==> config.mk <==
export PLATFORM = sky130hd
export DESIGN_NAME = reg_write_arbiter
export DESIGN_NICKNAME = d
export VERILOG_FILES = /design/src/rtl/reg_write_arbiter_pkg.sv /design/src/rtl/reg_write_arbiter_rr_pick.sv /design/src/rtl/reg_write_arbiter.sv
export SDC_FILE = /design/constraint.sdc
export NUM_CORES = 1
export LEC_CHECK = 0
export CAP_MARGIN = 0
export CORE_UTILIZATION = 29
export CTS_CLUSTER_DIAMETER = 80
export DETAILED_ROUTE_END_ITERATION = 7
export GPL_TIMING_DRIVEN = 0
export SLEW_MARGIN = 20
export SYNTH_ARGS = -nofsm -noshare
export SYNTH_HDL_FRONTEND = slang
export SYNTH_HIERARCHICAL = 1
export SYNTH_SLANG_ARGS = --single-unit
==> constraint.sdc <==
create_clock -name clk -period 2.8 [get_ports clk]
set_clock_uncertainty 0.15 [all_clocks]
set_input_delay 0.56 -clock clk [delete_from_list [all_inputs] [get_ports clk]]
set_output_delay 0.56 -clock clk [all_outputs]
set_load 0.05 [all_outputs]
==> src/rtl/reg_write_arbiter_pkg.sv <==
`default_nettype none
// ============================================================================
// Module   : reg_arb_pkg
// Purpose  : Shared types and default constants for the register write
//            arbiter (FSM state encoding, default requester count and
//            data width).
// Ports    : none (package)
// Revision : 1.0 - initial release
// ============================================================================
package reg_arb_pkg;

    // Two-state controller: IDLE arbitrates, WRITE presents the strobe.
    typedef enum logic [0:0] {
        IDLE  = 1'b0,
        WRITE = 1'b1
    } state_t;

    localparam int NREQ_DEF  = 4;
    localparam int WIDTH_DEF = 8;

endpackage : reg_arb_pkg
`default_nettype wire

==> src/rtl/reg_write_arbiter_rr_pick.sv <==
`default_nettype none
// ============================================================================
// Module   : rr_pick
// Purpose  : Combinational round-robin search. Scans req upward starting at
//            ptr, wrapping NREQ-1 -> 0, and reports the first set bit.
// Ports    : req   [NREQ-1:0] in  - request vector to search
//            ptr   [SELW-1:0] in  - starting index of the search
//            valid            out - at least one request found
//            idx   [SELW-1:0] out - index of the first request found
// Revision : 1.0 - initial release
// ============================================================================
module rr_pick #(
    parameter int NREQ = 4,
    parameter int SELW = $clog2(NREQ)
) (
    input  logic [NREQ-1:0] req,
    input  logic [SELW-1:0] ptr,
    output logic            valid,
    output logic [SELW-1:0] idx
);

    always_comb begin
        int c;
        c     = 0;
        valid = 1'b0;
        idx   = '0;
        // Candidate positions ptr, ptr+1, ... taken modulo NREQ; the first
        // hit wins and later hits are ignored via the valid flag.
        for (int k = 0; k < NREQ; k++) begin
            c = int'(ptr) + k;
            if (c >= NREQ) begin
                c = c - NREQ;
            end
            if (!valid && req[c]) begin
                valid = 1'b1;
                idx   = SELW'(c);
            end
        end
    end

endmodule : rr_pick
`default_nettype wire

==> src/rtl/reg_write_arbiter.sv <==
`default_nettype none
// ============================================================================
// Module   : reg_write_arbiter
// Purpose  : Shares one register-bank write port between NREQ requesters.
//            In IDLE a round-robin winner is chosen and grant / wr_en /
//            wr_sel / wr_data are registered on the same edge; the following
//            WRITE cycle presents the one-cycle strobe, then the FSM returns
//            to IDLE. At most one write every two cycles.
// Config   : REG_ARB_PRIO0_EN - when defined, requester 0 has absolute
//            priority and round-robin applies among requesters 1..NREQ-1.
// Ports    : clk                         in  - rising-edge clock
//            reset                       in  - asynchronous, active-low reset
//            req      [NREQ-1:0]         in  - per-requester write request
//            req_data [NREQ*Groupsize-1:0] in - packed per-requester data
//            grant    [NREQ-1:0]         out - one-hot acknowledge
//            wr_en                       out - one-cycle write strobe
//            wr_sel   [$clog2(NREQ)-1:0] out - target register (winner index)
//            wr_data  [Groupsize-1:0]    out - captured winner data
//            busy                        out - high while in WRITE
// Revision : 1.0 - initial release
// ============================================================================
module reg_write_arbiter
    import reg_arb_pkg::*;
#(
    parameter int NREQ      = NREQ_DEF,
    parameter int Groupsize = WIDTH_DEF,
    localparam int SELW     = $clog2(NREQ)
) (
    input  logic                      clk,
    input  logic                      reset,
    input  logic [NREQ-1:0]           req,
    input  logic [NREQ*Groupsize-1:0] req_data,
    output logic [NREQ-1:0]           grant,
    output logic                      wr_en,
    output logic [SELW-1:0]           wr_sel,
    output logic [Groupsize-1:0]      wr_data,
    output logic                      busy
);

    state_t                 state_q,   state_d;
    logic [SELW-1:0]        rr_ptr_q,  rr_ptr_d;
    logic [NREQ-1:0]        grant_q,   grant_d;
    logic                   wr_en_q,   wr_en_d;
    logic [SELW-1:0]        wr_sel_q,  wr_sel_d;
    logic [Groupsize-1:0]   wr_data_q, wr_data_d;

    logic [NREQ-1:0]        w_pick_req;
    logic                   w_rr_valid;
    logic [SELW-1:0]        w_rr_idx;
    logic                   w_win_valid;
    logic [SELW-1:0]        w_win_idx;

`ifdef REG_ARB_PRIO0_EN
    // Requester 0 bypasses the rotation; masking it out of the search keeps
    // the round-robin fair among the remaining requesters.
    assign w_pick_req  = req & ~{{(NREQ-1){1'b0}}, 1'b1};
    assign w_win_valid = req[0] | w_rr_valid;
    assign w_win_idx   = req[0] ? '0 : w_rr_idx;
`else
    assign w_pick_req  = req;
    assign w_win_valid = w_rr_valid;
    assign w_win_idx   = w_rr_idx;
`endif

    rr_pick #(
        .NREQ (NREQ),
        .SELW (SELW)
    ) u_rr_pick (
        .req   (w_pick_req),
        .ptr   (rr_ptr_q),
        .valid (w_rr_valid),
        .idx   (w_rr_idx)
    );

    always_comb begin
        state_d   = state_q;
        rr_ptr_d  = rr_ptr_q;
        grant_d   = '0;
        wr_en_d   = 1'b0;
        wr_sel_d  = '0;
        wr_data_d = '0;
        case (state_q)
            IDLE: begin
                if (w_win_valid) begin
                    state_d   = WRITE;
                    grant_d   = NREQ'(1) << w_win_idx;
                    wr_en_d   = 1'b1;
                    wr_sel_d  = w_win_idx;
                    wr_data_d = req_data[w_win_idx*Groupsize +: Groupsize];
                    rr_ptr_d  = (w_win_idx == SELW'(NREQ - 1)) ? '0
                                                               : w_win_idx + SELW'(1);
                end
            end
            // Requests seen during WRITE are deliberately not evaluated;
            // the mandatory IDLE cycle lets the winner drop its request.
            WRITE: begin
                state_d = IDLE;
            end
            default: begin
                state_d = IDLE;
            end
        endcase
    end

    always_ff @(posedge clk or negedge reset) begin
        if (!reset) begin
            state_q   <= IDLE;
            rr_ptr_q  <= '0;
            grant_q   <= '0;
            wr_en_q   <= 1'b0;
            wr_sel_q  <= '0;
            wr_data_q <= '0;
        end else begin
            state_q   <= state_d;
            rr_ptr_q  <= rr_ptr_d;
            grant_q   <= grant_d;
            wr_en_q   <= wr_en_d;
            wr_sel_q  <= wr_sel_d;
            wr_data_q <= wr_data_d;
        end
    end

    assign grant   = grant_q;
    assign wr_en   = wr_en_q;
    assign wr_sel  = wr_sel_q;
    assign wr_data = wr_data_q;
    assign busy    = (state_q == WRITE);

endmodule : reg_write_arbiter
`default_nettype wire

==> impl_metrics.ini <==
[floorplanning]
dieArea_mm2 = 0.00332
rows = 19
die_h_um = 57.6
ios = 54
die_w_um = 57.6
core_area_mm2 = 0.00285
start_util_pct = 31.4

[sta]
worst_slew_pin_slew_ns = 0.754
max_freq_ghz = 0.385
min_period_over_period_pct = 92.9
final-max-slew-violation-count = 0
relSlewSlack_pct = 49.6
rsz0062_at_grt = false
hold_viol = 0
setup_slack_ns = 0.200
final-setup-viol-count = 0
min_period_ns = 2.60

[critical_path]
cp_max_fo = 10
cp_cell_sequence = clkdlybuf4s50_1 -> a21oi_1 -> o21ai_0 -> a21oi_1 -> buf_4 -> buf_6 -> inv_1 -> ha_1 -> mux2_1
cpPeakStageDelay_ns = 0.46
cp.required_ns = 2.84
crit_type = in2reg
reg2reg_depth = 8
ff2ff_setup_slack_ns = 0.52
crit_top_cell = a21oi_1
cp.depth = 9
r2r-start = rr_ptr_q[1]$_DFFE_PN0P_
crit_buf_inv = 4
crit_end = rr_ptr_q[1]$_DFFE_PN0P_
crit_path_end_kind = register
critPathLaunch = req[0]
r2r_end = rr_ptr_q[1]$_DFFE_PN0P_
crit_family = buffers and inverters
start_kind = input pin
slowest_stage = clkdlybuf4s50_1
cp.arrival_ns = 2.64

[placed_design]
placed_cell_area_mm2 = 0.00147
dp_cells = 163
numPortBuffers = 53
dp_hpwl_mm = 1.77
place.gp.congestion = 0.732
dp_slack_ns = -0.142

[final_layout]
syn_to_final_growth_pct = 66.8
final_cell_area_mm2 = 0.00150
layout.cells.non_filler = 167
drive_above_1_share_pct = 7.35
insertedDiodeCount = 0
num-nets-final = 179

[clock_tree]
htree_levels = 1
cts_tree = done
cts_setup_buffers = 0
cts.clk_slew.worst_paths_ns = 0.11
cts_inserted_buffers = 3
clock_sinks = 17
clockRootBuffer = clkbuf_4
cts_resized = 0
cts_buffer_depth = 2
cts_hold_buf = 0
clock_latency_ns = 0.30

[synth]
yosysTopAreaCell = dfrtp_1
synth.ff_latch_count = 17
synth_edf_count = 0
syn_nets = 121
synth_common_cells = dfrtp_1, mux2i_1, o22ai_1
ys_seq_area_share_pct = 47.4
synthArstFlopShare_pct = 100
synthTopCellsByArea = dfrtp_1, mux2i_1, ha_1
synth_cell_types = 21
avgSynthCellArea_um2 = 11.4
synthCells = 79
synth.top_cell.area_share_pct = 47.4
synth_ff_type = dfrtp_1
ys_warn_count = 6
yosysMostFrequentCell = dfrtp_1
netlist_area_um2 = 897

[pwr]
switchingPower_uw = 598
internal_power_uw = 708
combPwrFrac_pct = 61.3
ir_drop_mv = 0.358
swShare_pct = 45.8
p_leak_nw = 0.685
seqPwrFrac_pct = 27.9
p_per_area_mw_per_mm2 = 872
power.total_mw = 1.31
clkPwrFrac_pct = 10.8

[routing]
met1Wirelength_um = 953
met3_length_um = 77
via_count = 782
vias_per_cell = 4.68
ant_nets = 0
top_layer = met4
dr.pass1.iters = 8
routed-wl-met2_mm = 1.17
wirelength_mm = 2.24
wl_per_cell_um = 13.4
post-route-drc-count = 5
drt_iter0_drc = 17

[grt]
grt_pass1_vias = 797
grt_overflow = 0
antenna_found_initial = 0
grt_max_degree = 18
track_usage_pct = 14.7
grt_pass1_wl_mm = 3.65

[status]
run_status = finished with violations
violations = DRC

[hold_path]
holdCritPathClass = reg2reg

[flow_run]
maxCapViolations = 0
worst register-to-register path: stages (launching register included):
cell and delay, ns:
dfrtp_1 0.43, a21oi_1 0.13, o21ai_0 0.08, a21oi_1 0.27, buf_4 0.27, buf_6 0.20
inv_1 0.07, ha_1 0.28, mux2_1 0.30
registers in the layout, indices dropped and copies added, names as in the netlist:
register and flops:
rr_ptr_q 2, wr_sel 2, busy 1, wr_data 8
grant 4
per-stage QoR:
stage                     hold slack (ns)  utilization [%]  setup TNS (ns)
after detailed placement            0.409             51.4          -0.142
after global placement              0.394             51.4          -0.129
final                               0.428             52.5               0
after CTS                           0.437             52.5               0
after global routing                0.456             52.5               0
after floorplan                     0.114                -               0
kinds of logic after synthesis:
family                   count (synthesis)  share of synthesized area, %
flip-flops                              17                          47.4
adder cells (fa/ha/maj)                  4                          5.58
AO/OA/AOI/OAI                           15                          10.5
buffers and inverters                   13                          8.09
multiplexers                            18                          20.4
AND/OR/NAND/NOR                         12                          8.09
layout make-up:
type,count,area [um2]
plain buffers,5,42.5
clock buffers,3,22.5
clock inverters,1,7.51
fillers,268,1360
inverters,8,30.0
multi-input cells,49,399
flip-flops and latches,17,425
well taps,31,38.8
repair buffers,53,531
per-layer routing:
metal  vias to the layer above  global-route usage [%]
met2                        25                    25.9
met4                         0                    7.32
met3                         4                    1.12
li1                        388                       -
met1                       365                    18.0
met5                         -                       0
layout by cell type, fill, tap and decap left out:
cell	instances
mux2i_1	16
o221ai_1	1
o21ai_0	1
ha_1	4
dfrtp_1	17
nand3b_1	1
inv_2	1
inv_1	7
nor2_1	2
or3b_1	1
buf_4	2
buf_6	2
nor2b_1	1
a221o_1	1
mux2_1	2
clkinvlp_4	1
a21oi_1	4
o22ai_1	8
nand3_1	1
buf_2	1
nand2b_1	1
clkbuf_4	3
clkdlybuf4s50_1	53
and2_1	5
power groups by stage:
stage	clock network [mW]	logic, mW	registers (mW)
after floorplan	0	0.288	0.620
after global placement	0	0.806	0.368
after detailed placement	0	0.807	0.371
after CTS	0.146	0.809	0.365
after global routing	0.159	0.853	0.376
final	0.140	0.801	0.364
worst min path at each step:
stage / startpoint / end / slack (ns) / cells after the start
after detailed placement: rr_ptr_q[0]$_DFFE_PN0P_ / rr_ptr_q[0]$_DFFE_PN0P_ / 0.41 / 1
final: rr_ptr_q[0]$_DFFE_PN0P_ / rr_ptr_q[0]$_DFFE_PN0P_ / 0.43 / 1
after CTS: rr_ptr_q[0]$_DFFE_PN0P_ / rr_ptr_q[0]$_DFFE_PN0P_ / 0.44 / 1
after floorplan: reset / busy$_DFF_PN0_ / 0.11 / 0
after global placement: rr_ptr_q[0]$_DFFE_PN0P_ / rr_ptr_q[0]$_DFFE_PN0P_ / 0.39 / 1
after global routing: rr_ptr_q[0]$_DFFE_PN0P_ / rr_ptr_q[0]$_DFFE_PN0P_ / 0.46 / 1
Power figures use the tool's default switching activity.
==> RTL edit 1 (same settings) <==
Add a define of `REG_ARB_PRIO0_EN`.
--- a/src/rtl/reg_write_arbiter.sv
+++ b/src/rtl/reg_write_arbiter.sv
@@ -21,2 +21,4 @@
 // ============================================================================
+`define REG_ARB_PRIO0_EN
+
 module reg_write_arbiter
Formal check against the unedited RTL: not equivalent (Yosys sat finds a counterexample within 4 cycles, from zero or initial values and one cycle with reset low).
==> RTL edit 1 against the unedited design <==
Sequential cell count unchanged; cell area up 3.3%; largest cell class unchanged; power is 21% lower; highest routed layer unchanged; sequential power fell by 11%; routed wire length up 11%; first-iteration DRC count rose by 41%; count of clock-buffer cells in the layout grew 1; synthesized area rose by 2.4%; die area rose by 2.3%; setup slack got worse by 0.086 ns.
==> RTL edit 1: results <==
{
  "status": "complete, no violations",
  "comb-power_uw": 579,
  "grt_max_degree": 18,
  "synth.distinct_cells": 25,
  "cts_inserted_buffers": 3,
  "max_stage_delay_ns": 0.50,
  "synth_area_leaders": "dfrtp_1 (46%), a211oi_1 (13%), mux2i_1 (8.7%)",
  "fillerInstances": 292,
  "viasPerCell": 4.51,
  "reg2reg_slack_ns": 0.61,
  "postCtsSetupBuffers": 0,
  "power_clock_uw": 129,
  "wl_per_cell_um": 13.1,
  "ir_drop_mv": 0.326,
  "p_leak_uw": 0.000687,
  "grt_pass1_vias": 867,
  "drive_gt1_frac": 0.0966,
  "num-nets-final": 185,
  "whs_path_depth": 2,
  "first_pass_iters": 4,
  "crit_start": "req[1]",
  "reg2reg_depth": 6,
  "switchingPower_uw": 433,
  "worstSkewPairLatency_ns": 0.28,
  "crit_arrival_ns": 2.71,
  "grt_first_pass_wirelength_um": 4020,
  "powerDensity_mw_per_mm2": 667,
  "yosysSeqAreaShare": 0.463,
  "gp_congestion": 0.715,
  "groute.usage.overall": 0.160,
  "drt_iter0_drc": 24,
  "maxSlewHeadroom": 0.474,
  "dpl.hpwl_um": 1920,
  "ys_top_cells_by_count": "dfrtp_1 (17), a211oi_1 (16), mux2i_1 (8), inv_1 (6)"
}
RTL edit 1: logic make-up (layout without fill, tap and decap cells):
logic type | Yosys count | count (layout) | share of synthesized area
compound gates | 25 | 25 | 0.196
simple gates | 19 | 19 | 0.131
flops | 17 | 17 | 0.463
buf+inv | 13 | 70 | 0.0926
mux | 9 | 9 | 0.0995
fa+ha+maj | 1 | 1 | 0.0136
other cells | 1 | 4 | 0.00408
RTL edit 1: through the flow:
step	instances	area (um2)	util	setup slack (ns)	hold WS [ns]
after floorplan	88	930	-	0.359	0.114
after global placement	185	1520	0.500	-0.430	0.402
after detailed placement	185	1520	0.500	-0.451	0.436
after CTS	189	1550	0.510	0.112	0.455
after global routing	189	1550	0.510	0.0214	0.470
final	189	1550	0.510	0.114	0.451
RTL edit 1: tightest hold or removal path: cells and delay by family (launching register included):
family | cells | cell delay (ns)
flops | 1 | 0.44
compound gates | 1 | 0.06
buf+inv | 1 | 0.07
RTL edit 1: metal layers:
layer | track usage | wire length, um | vias up
li1 | - | - | 416
met1 | 0.196 | 1110 | 396
met2 | 0.279 | 1150 | 39
met3 | 0.0424 | 220 | 2
met4 | 0.0408 | 8 | 0
met5 | 0 | 0 | -
RTL edit 1: cell type report:
class / instances / area (um2) / area share
repair buffers: 53 / 531 / 0.343
well taps: 44 / 55.1 / 0.0356
flip-flops and latches: 17 / 425 / 0.275
plain buffers: 6 / 58.8 / 0.0381
inverters: 7 / 26.3 / 0.0170
clock buffers: 4 / 26.3 / 0.0170
multi-input cells: 58 / 423 / 0.274
RTL edit 1: what timing repair did:
item / in CTS / in global routing
setup endpoints to repair: 1 / 0
resized for setup: 1 / 0
endpoints found under the hold margin: 0 / 0
==> RTL edit 2 (same settings) <==
Without the edit above. Make the reset (`reset`) synchronous in one clocked block. Comments in the files are not updated.
--- a/src/rtl/reg_write_arbiter.sv
+++ b/src/rtl/reg_write_arbiter.sv
@@ -104,3 +104,3 @@
 
-    always_ff @(posedge clk or negedge reset) begin
+    always_ff @(posedge clk) begin
         if (!reset) begin
Check against the original RTL: differs if reset is asserted again (counterexample within 4 cycles, from zero or initial values and one cycle with reset low); with reset held inactive, the same outputs for 10 cycles.
==> RTL edit 2 against the unedited design <==
Setup slack improved by 0.28 ns; synthesized cell count fell by 2.5%; highest routed layer unchanged; sequential share of layout area fell by 4.6 points; register-to-register slack improved by 0.36 ns; count of clock-buffer cells in the layout did not move; routed wire length fell by 9.5%; sequential cell count did not move; synthesized area fell by 7.1%; largest cell class unchanged; critical path depth fell by 2; cell area fell by 4.4%; utilization fell by 0.14 points.
Power is not compared: it rests on default switching activity, and its combinational part moved more than twofold at a synthesized area within 25%.
==> RTL edit 2: results <==
{
  "status": "complete, no violations",
  "r2r_start": "rr_ptr_q[0]",
  "groute.usage.overall": 0.142,
  "cts-root-buf": "clkbuf_4",
  "crit_path_end_kind": "flop",
  "grtUsageMet2": 0.281,
  "crit_arrival_ns": 2.36,
  "reg2reg_slack_ns": 0.88,
  "dpl.hpwl_um": 1660,
  "remaining_drc_errors": 0,
  "grtUsageMet1": 0.142,
  "drt-total-wl_um": 2030,
  "gp_congestion": 0.732,
  "first_pass_iters": 4,
  "hold-path-endpoint": "rr_ptr_q[1]",
  "drt_iter0_drc": 11,
  "num-nets-final": 174,
  "viasPerCell": 4.62,
  "synth.distinct_cells": 23,
  "reg2reg_to": "rr_ptr_q[1]",
  "cts-htree-levels": 1,
  "synth_area_leaders": "dfxtp_1 (41%), mux2i_1 (22%), o22ai_2 (12%)",
  "placed_area_mm2": 0.00140,
  "drive_gt1_frac": 0.149,
  "reg2reg_depth": 6,
  "path_max_fanout": 6,
  "largest_register_ff_count": 8,
  "yosysSeqAreaShare": 0.408,
  "cts_sinks": 17,
  "max_stage_delay_ns": 0.50,
  "ys.flop_type": "dfxtp_1",
  "ys_top_cells_by_count": "mux2i_1 (18), dfxtp_1 (17), o22ai_2 (8), inv_1 (5)",
  "grt_use_met3": 0.0465,
  "ys_async_sr_fraction": 0,
  "grt_first_pass_wirelength_um": 3330,
  "fillerInstances": 247,
  "grt_pass1_vias": 768,
  "cts_resized": 0,
  "min_from": "rr_ptr_q[1]",
  "grt_max_degree": 11,
  "maxSlewHeadroom": 0.652,
  "worst_hold_slack_ns": 0.436,
  "crit_start": "req[1]",
  "syn_nets": 116,
  "whs_path_depth": 2
}
==> RTL edit 2: cell count changes after synthesis, sizes merged, moves of 2 or more <==
cell / before / now
and2: 5 / 1
dfrtp: 17 / 0
dfxtp: 0 / 17
ha: 4 / 1
inv: 8 / 6
mux2: 2 / 0
mux2i: 16 / 18
nor2: 2 / 4
nor2b: 1 / 3
==> RTL edit 2: area by class of cell <==
class | count | area (um2) | share of cell area
Sequential cell | 17 | 340 | 0.238
Inverter | 6 | 22.5 | 0.0157
Tap cell | 31 | 38.8 | 0.0271
Multi-Input combinational cell | 49 | 430 | 0.301
Clock inverter | 1 | 5.00 | 0.00350
Clock buffer | 3 | 22.5 | 0.0157
Buffer | 5 | 40.0 | 0.0280
Timing Repair Buffer | 53 | 531 | 0.371
==> RTL edit 2: stage by stage <==
step / instances / worst slack (ns) / utilization
after floorplan: 77 / 0.828 / -
after global placement: 161 / 0.163 / 0.513
after detailed placement: 161 / 0.166 / 0.513
after CTS: 165 / 0.484 / 0.523
after global routing: 165 / 0.365 / 0.523
final: 165 / 0.481 / 0.523
==> RTL edit 2: cell families after synthesis <==
family | count (synthesis) | synth area share
AO/OA/AOI/OAI | 15 | 0.173
flip-flops | 17 | 0.408
AND/OR/NAND/NOR | 15 | 0.113
multiplexers | 18 | 0.216
adder cells (fa/ha/maj) | 1 | 0.0150
buffers and inverters | 11 | 0.0751
==> RTL edit 2: how the worst max path moves through the flow <==
stage | to | slack (ns)
3_3_place_gp | rr_ptr_q[1] | 0.16
4_1_cts | rr_ptr_q[1] | 0.48
6_report | rr_ptr_q[1] | 0.48
2_1_floorplan | rr_ptr_q[1] | 0.83
3_5_place_dp | rr_ptr_q[1] | 0.17
5_1_grt | rr_ptr_q[1] | 0.37
==> RTL edit 2: critical path: cells and delay by family <==
family	cells	cell delay, ns
fa+ha+maj	1	0.31
simple gates	1	0.06
mux	1	0.13
buf+inv	2	0.56
compound gates	2	0.74
==> RTL edit 2: metal layers <==
metal	vias to the layer above	routed length [um]
li1	387	-
met1	353	773
met2	20	1150
met3	2	92
met4	0	20
met5	-	0
==> RTL edit 2: report_power, final <==
group	internal, uW	switching [uW]
clock network	53.1	78.2
logic	165	193
registers	273	13.1
total	491	284
